## config.mk

```make
export PLATFORM = sky130hd
export DESIGN_NAME = ar_sequencer_flat
export DESIGN_NICKNAME = d
export VERILOG_FILES = /design/src/rtl/ar_sequencer_if.sv /design/src/rtl/ar_sequencer.sv /design/src/flat_wrapper.sv
export SDC_FILE = /design/constraint.sdc
export NUM_CORES = 1
export LEC_CHECK = 0
export BUFFER_PORTS_ARGS = -buffer_cell sky130_fd_sc_hd__buf_2
export CAP_MARGIN = 5
export CORE_MARGIN = 5
export CORE_UTILIZATION = 48
export CTS_CLUSTER_SIZE = 8
export DETAILED_ROUTE_END_ITERATION = 6
export PLACE_DENSITY = 0.95
export SLEW_MARGIN = 20
export SYNTH_ARGS = -nofsm -noshare
export SYNTH_HDL_FRONTEND = slang
export SYNTH_SLANG_ARGS = --single-unit
```

## constraint.sdc

```tcl
create_clock -name CLK -period 3.1 [get_ports CLK]
set_input_delay 0.31 -clock CLK [delete_from_list [all_inputs] [get_ports CLK]]
set_output_delay 0.31 -clock CLK [all_outputs]
set_load 0.05 [all_outputs]
```

## src/rtl/ar_sequencer_if.sv

```systemverilog
// Instruction-memory fetch channel between ar_sequencer (master) and imem (slave).
// req is held until ack; data is valid in the cycle ack is high.
interface ar_sequencer_if #(
  parameter int PC_W = 32
);
  logic            req;
  logic [PC_W-1:0] addr;
  logic            ack;
  logic [31:0]     data;

  modport master (
    output req,
    output addr,
    input  ack,
    input  data
  );

  modport slave (
    input  req,
    input  addr,
    output ack,
    output data
  );
endinterface

```

## src/rtl/ar_sequencer.sv

```systemverilog
// Multi-cycle fetch/decode/execute/writeback sequencer for the AR datapath.
// Optional performance counters are built only when AR_SEQ_PERF_EN is defined.
module ar_sequencer #(
  parameter int          PC_W      = 32,
  parameter int          PC_STEP   = 4,
  parameter logic [PC_W-1:0] RESET_PC = '0,
  parameter logic [4:0]  AR_OPCODE = 5'b00000,
  parameter logic [4:0]  HALT_OP   = 5'b11111
) (
  input  logic               CLK,
  input  logic               RESET,
  input  logic               start,
  ar_sequencer_if.master     imem,
  output logic [31:0]        instr,
  output logic               regWrite,
  output logic [PC_W-1:0]    pc,
  output logic               illegal,
  output logic               busy,
  output logic               halted,
  output logic [31:0]        cycle_cnt,
  output logic [31:0]        instr_cnt
);

  typedef enum logic [2:0] {
    IDLE      = 3'd0,
    FETCH     = 3'd1,
    DECODE    = 3'd2,
    EXECUTE   = 3'd3,
    WRITEBACK = 3'd4,
    HALT      = 3'd5
  } state_t;

  state_t     state;
  state_t     state_nxt;
  logic [4:0] op;
  logic       pc_adv;
  logic       fetch_done;

  assign op         = instr[31:27];
  assign fetch_done = (state == FETCH) && imem.ack;

  // Halt is checked before AR so a HALT_OP equal to AR_OPCODE still halts.
  always_comb begin
    state_nxt = state;
    illegal   = 1'b0;
    pc_adv    = 1'b0;
    case (state)
      IDLE: begin
        if (start) begin
          state_nxt = FETCH;
        end
      end
      FETCH: begin
        if (imem.ack) begin
          state_nxt = DECODE;
        end
      end
      DECODE: begin
        if (op == HALT_OP) begin
          state_nxt = HALT;
        end else if (op == AR_OPCODE) begin
          state_nxt = EXECUTE;
        end else begin
          illegal   = 1'b1;
          pc_adv    = 1'b1;
          state_nxt = FETCH;
        end
      end
      EXECUTE: begin
        state_nxt = WRITEBACK;
      end
      WRITEBACK: begin
        pc_adv    = 1'b1;
        state_nxt = FETCH;
      end
      HALT: begin
        state_nxt = HALT;
      end
      default: begin
        state_nxt = IDLE;
      end
    endcase
  end

  always_ff @(posedge CLK or posedge RESET) begin
    if (RESET) begin
      state <= IDLE;
    end else begin
      state <= state_nxt;
    end
  end

  always_ff @(posedge CLK or posedge RESET) begin
    if (RESET) begin
      pc <= RESET_PC;
    end else if (pc_adv) begin
      pc <= pc + PC_W'(PC_STEP);
    end
  end

  always_ff @(posedge CLK or posedge RESET) begin
    if (RESET) begin
      instr <= '0;
    end else if (fetch_done) begin
      instr <= imem.data;
    end
  end

  // Moore strobes decoded from the state register only.
  assign imem.req  = (state == FETCH);
  assign imem.addr = pc;
  assign regWrite  = (state == WRITEBACK);
  assign halted    = (state == HALT);
  assign busy      = (state != IDLE) && (state != HALT);

`ifdef AR_SEQ_PERF_EN
  always_ff @(posedge CLK or posedge RESET) begin
    if (RESET) begin
      cycle_cnt <= '0;
      instr_cnt <= '0;
    end else begin
      if (busy) begin
        cycle_cnt <= cycle_cnt + 32'd1;
      end
      if (regWrite) begin
        instr_cnt <= instr_cnt + 32'd1;
      end
    end
  end
`else
  assign cycle_cnt = '0;
  assign instr_cnt = '0;
`endif

endmodule

```

## src/flat_wrapper.sv

```systemverilog
// flat-port wrapper written by rule: the top's interface ports become plain ports
module ar_sequencer_flat 
#(
  parameter int          PC_W      = 32,
  parameter int          PC_STEP   = 4,
  parameter logic [PC_W-1:0] RESET_PC = '0,
  parameter logic [4:0]  AR_OPCODE = 5'b00000,
  parameter logic [4:0]  HALT_OP   = 5'b11111
)
  (CLK, RESET, start, instr, regWrite, pc, illegal, busy, halted, cycle_cnt, instr_cnt, imem_req, imem_addr, imem_ack, imem_data);
  ar_sequencer_if #(.PC_W(PC_W)) imem_i ();
  input  logic CLK;
  input  logic RESET;
  input  logic start;
  output logic [31:0] instr;
  output logic regWrite;
  output logic [PC_W-1:0] pc;
  output logic illegal;
  output logic busy;
  output logic halted;
  output logic [31:0] cycle_cnt;
  output logic [31:0] instr_cnt;
  output wire logic [$bits(imem_i.req)-1:0] imem_req;
  output wire logic [$bits(imem_i.addr)-1:0] imem_addr;
  input wire logic [$bits(imem_i.ack)-1:0] imem_ack;
  input wire logic [$bits(imem_i.data)-1:0] imem_data;
  assign imem_req = imem_i.req;
  assign imem_addr = imem_i.addr;
  assign imem_i.ack = imem_ack;
  assign imem_i.data = imem_data;
  ar_sequencer #(.PC_W(PC_W), .PC_STEP(PC_STEP), .RESET_PC(RESET_PC), .AR_OPCODE(AR_OPCODE), .HALT_OP(HALT_OP)) u_core (.CLK(CLK), .RESET(RESET), .start(start), .imem(imem_i), .instr(instr), .regWrite(regWrite), .pc(pc), .illegal(illegal), .busy(busy), .halted(halted), .cycle_cnt(cycle_cnt), .instr_cnt(instr_cnt));
endmodule
```

* After elaboration in Yosys (flattened, before gate mapping) *
Index checks and enable logic that the tools add are counted.
Widths: inputs -> output; s select.

word-level totals
  register bits = 67
  bits of input ports = 36
  logic and storage cells = 28

operators by class
  add/subtract/negate cells = 1
  eq/ne operators = 9
  mux-type cells = 9
  reductions and logical operators = 6

operators by type and width
  cell                   count
  $add 32x3->32 const B  1
  $pmux 3 s6             1
  $mux 3                 3
  $eq 3x2->1 const B     2
  $eq 3x3->1 const B     2
  $eq 5x5->1 const B     1
  $logic_not 5->1        1
  $eq 3x1->1 const B     1
  $logic_not 3->1        1
  $mux 1                 3
  $ne 3x3->1 const B     1
  $reduce_bool 3->1      1
  $logic_and 1x1->1      2
  $mux 2                 1
  $ne 2x1->1 const B     1
  $ne 2x2->1 const B     1
  $pmux 1 s2             1
  $reduce_and 2->1       1

* Longest topological paths before layout *
  depth in word-level cells = 4
  gate-level depth with buffers = 7
  mapped depth without buffers = 6

* Worst setup path after synthesis *
OpenSTA, ideal clock, no wires.

  path kind = register -> register
  start = register u_core.state[0]
  end = register u_core.instr[10]
  arrival time = 2.235 ns
  required time = 2.975 ns
  path slack = 0.740 ns
  cell stages (with the launch flop) = 8
  buffers on the path = 3
  clock period less this slack = 2.360 ns
  path through = dfrtp_1 -> buf_2 -> nor2b_1 -> nor2b_1 -> and2_1 -> buf_2 -> buf_6 -> mux2_2

on the way
  cells in the longest elaborated chain, start to end = 2

RTL lines
  what                      RTL line             source
  start: declaration        ar_sequencer.sv:33   state_t state;
  start signal: assignment  ar_sequencer.sv:89   state <= state_nxt;
  $eq 3x1->1                n/a
  net imem_req              flat_wrapper.sv:23   output wire logic [$bits(imem_i.req)-1:0] imem_req;
  $logic_and 1x1->1         ar_sequencer.sv:40   assign fetch_done = (state == FETCH) && imem.ack;
  end signal: assignment    ar_sequencer.sv:105  instr <= imem.data;
  end: declaration          ar_sequencer.sv:14   output logic [31:0] instr,

The timed path passes the listed nets, and every way through them passes these cells.
A chain may end at the register's enable or synchronous reset.

* Final worst setup path *
  start = register u_core.instr[28]
  end = output illegal

on the way
  cells in the longest elaborated chain, start to end = 4

RTL lines
  what              RTL line            source
  $logic_not 5->1   ar_sequencer.sv:61  end else if (op == AR_OPCODE) begin
  $mux 1            ar_sequencer.sv:61
  $mux 1 (*)        ar_sequencer.sv:59  if (op == HALT_OP) begin
  $mux 1 (*)        ar_sequencer.sv:47  case (state)
  end: declaration  flat_wrapper.sv:18  output logic illegal;

Every way passes the cells marked *; elsewhere a longest branch is shown, timed or not.

==> flow_summary.toml <==
[outcome]
status = "finished, final reports clean"

[clock_network]
hold_buffers = 0
cts.path.max_buffers = 2
cts_setup_buffers = 0
cts-root-buf = "clkbuf_8"
htree_levels = 3
clkTransAtPathRegs_ns = 0.07
cts_tree = "built"
cts_resized = 0
clk-insertion-delay-late_ns = 0.33
numCtsBuffers = 9
cts.sinks = 65

[power_and_ir_drop]
ir_worst_vdd_uv = 762.8
leakagePower_nw = 2.151
clkPwrFrac_pct = 18.7
p_int_w = 0.002171
p_total_w = 0.004334
p_seq_share_pct = 30.3
power.net_switching_w = 0.002163
powerDensity_nw_per_um2 = 1071
p_sw_share_pct = 49.90
comb_power_share_pct = 51.0

[setup_path]
critPathSlowestCell = "or4_4"
regToRegSetupSlack_ns = 1.08
critical_path.max_stage_delay_ns = 0.57
cp-startpoint = "u_core.instr[28]"
endpoint_kind = "output port"
reg2reg_depth = 5
critical_path.endpoint = "illegal"
critPathKind = "reg2out"
cp.required_ns = 2.79
arrival_ns = 1.78
r2r_start = "u_core.instr[27]"
path_max_fanout = 4
path_cells = "or4_4 > o21ai_1 > nor2_1 > buf_2"
startpoint_type = "flip-flop"
reg2reg_to = "u_core.imem.addr[13]"

[cells_and_area]
final_cell_mix = "buf_2 (132), conb_1 (68), dfrtp_1 (65)"
fillers = 639
final_util_pct = 55.79
final_common_cell = "buf_2"
drive_above_1_share_pct = 45.97
syn_to_final_growth_pct = 13.31
antenna_cells = 0
nets = 454
postLayoutCellArea_um2 = 4046

[place]
io_buffer_count = 132
detailed_place_hpwl_um = 5581
gp_congestion = 0.7896
place_area_um2 = 3816

[job]
drv_cap = 0

[synth]
synth_cells = 311
netlist_area_um2 = 3571
synth.yosys.warnings = 0
synth_cell_type_count = 36
synth-seq-area-share_pct = 45.55
synth_edf_count = 0
synth-main-ff-cell = "dfrtp_1"
ys_seq_elements = 65
syn_avg_cell_area_um2 = 11.48
async_flop_share_pct = 100.0

[floorplanning]
die-area_um2 = 9264
core-area_um2 = 7253
rows = 31
io_pins = 201
start_util_pct = 49.23
die_h_um = 96.25
die_x_um = 96.25

[sta]
setup_viol = 0
slew_headroom_pct = 45.68
fmaxAchievable_mhz = 479.2
fin_skew_ns = 0.01233
worstMarginPinSlew_ns = 0.8136
slew_violations = 0
fin_crit_sh_pct = 67.31
rsz0062_at_grt = "false"
post-route-min-period_ns = 2.087
finalHoldViolations = 0
tns_ns = 0

[drt]
routedWlPerCell_um = 13.74
vias = 2348
viasPerCell = 4.507
drt_first_iter_violations = 41
routed_wl_um = 7158
drt_pass1_iterations = 4
drc = 0
ant_nets = 0

[grt]
overflow = 0
antenna_found_initial = 0
grt_max_degree = 41
grt.total_usage_pct = 14.98
grt_pass1_vias = 2357
grt_first_pass_wirelength_um = 10800

[hold_path]
hold_class = "in2async"
[state kept, by name, summed over array words and instances (netlist names)]
name	flops
u_core.state	3
u_core.instr	32
u_core.imem.addr	30
[cells by family after synthesis]
family	Yosys count	synth area share [%]
compound gates	12	2.488
xor+xnor	30	7.358
fa+ha+maj	1	0.3503
buf+inv	108	22.88
flops	65	45.55
mux	33	10.41
other cells	1	0.1050
simple gates	61	10.86
[how the worst min path moves through the flow]
stage	start	endpoint	slack (ns)	depth (start not counted)
2_1_floorplan	imem_data[13]	u_core.instr[13]	0.44	1
3_3_place_gp	u_core.instr[13]	u_core.instr[13]	0.47	1
3_5_place_dp	u_core.instr[13]	u_core.instr[13]	0.48	1
4_1_cts	RESET	u_core.instr[13]	0.15	2
5_1_grt	imem_data[11]	u_core.instr[11]	0.19	2
6_report	RESET	u_core.instr[11]	0.14	2
[synth_stat cells, types with 2 or more instances]
library cell	instances	area, um2
and2_1	4	25.02
o21ai_2	2	17.52
xnor2_1	28	245.2
buf_2	2	10.01
and3_1	9	56.30
nor2_1	2	7.510
nand4_1	11	68.82
xor2_1	2	17.52
nand3_2	4	40.04
nand2_1	9	33.78
buf_4	101	758.2
nand3_1	8	40.04
a21oi_1	2	10.01
dfrtp_1	65	1627
nor2b_1	3	18.77
buf_6	4	45.04
mux2_2	32	360.4
nor3_1	2	10.01
and4_1	4	35.03
[metrics by stage]
| stage | hold WS [ns] | worst slack [ns] | cells |
|---|---|---|---|
| finish | 0.1400 | 1.013 | 521 |
| global route | 0.1912 | 0.9220 | 521 |
| detailed placement | 0.4819 | 1.066 | 505 |
| CTS | 0.1537 | 1.010 | 521 |
| floorplan | 0.4447 | 0.7405 | 378 |
| global placement | 0.4726 | 1.194 | 505 |
[critical path, delay by kind of cell, from the launching register on]
family	cells	cell delay (ns)
buffers and inverters	1	0.21
DFF	1	0.41
and+or+nand+nor	2	0.64
AOI/OAI and AO/OA	1	0.19
[cell type report]
type / instances / area [um2] / share of cell area [%]
inverters: 1 / 3.754 / 0.09276
repair buffers: 135 / 683.2 / 16.88
clock buffers: 12 / 155.1 / 3.834
multi-input cells: 205 / 1379 / 34.08
flip-flops and latches: 65 / 1627 / 40.20
well taps: 99 / 123.9 / 3.061
clock inverters: 4 / 75.07 / 1.855
[layer usage]
metal | global-route usage (%) | part of all wire [%]
met5 | 0 | 0
met4 | 5.924 | 1.0
met3 | 4.378 | 9.9
met2 | 27.43 | 53
met1 | 16.00 | 36
[power groups by stage]
stage / sequential, W / clock, W / combinational [W]
floorplan: 0.00216 / 0 / 0.00106
global placement: 0.00131 / 0 / 0.00219
detailed placement: 0.00133 / 0 / 0.00223
CTS: 0.00132 / 0.000833 / 0.00223
global route: 0.00136 / 0.000871 / 0.00232
finish: 0.00131 / 0.000810 / 0.00221
No activity file was read; power rests on OpenSTA's default activity.
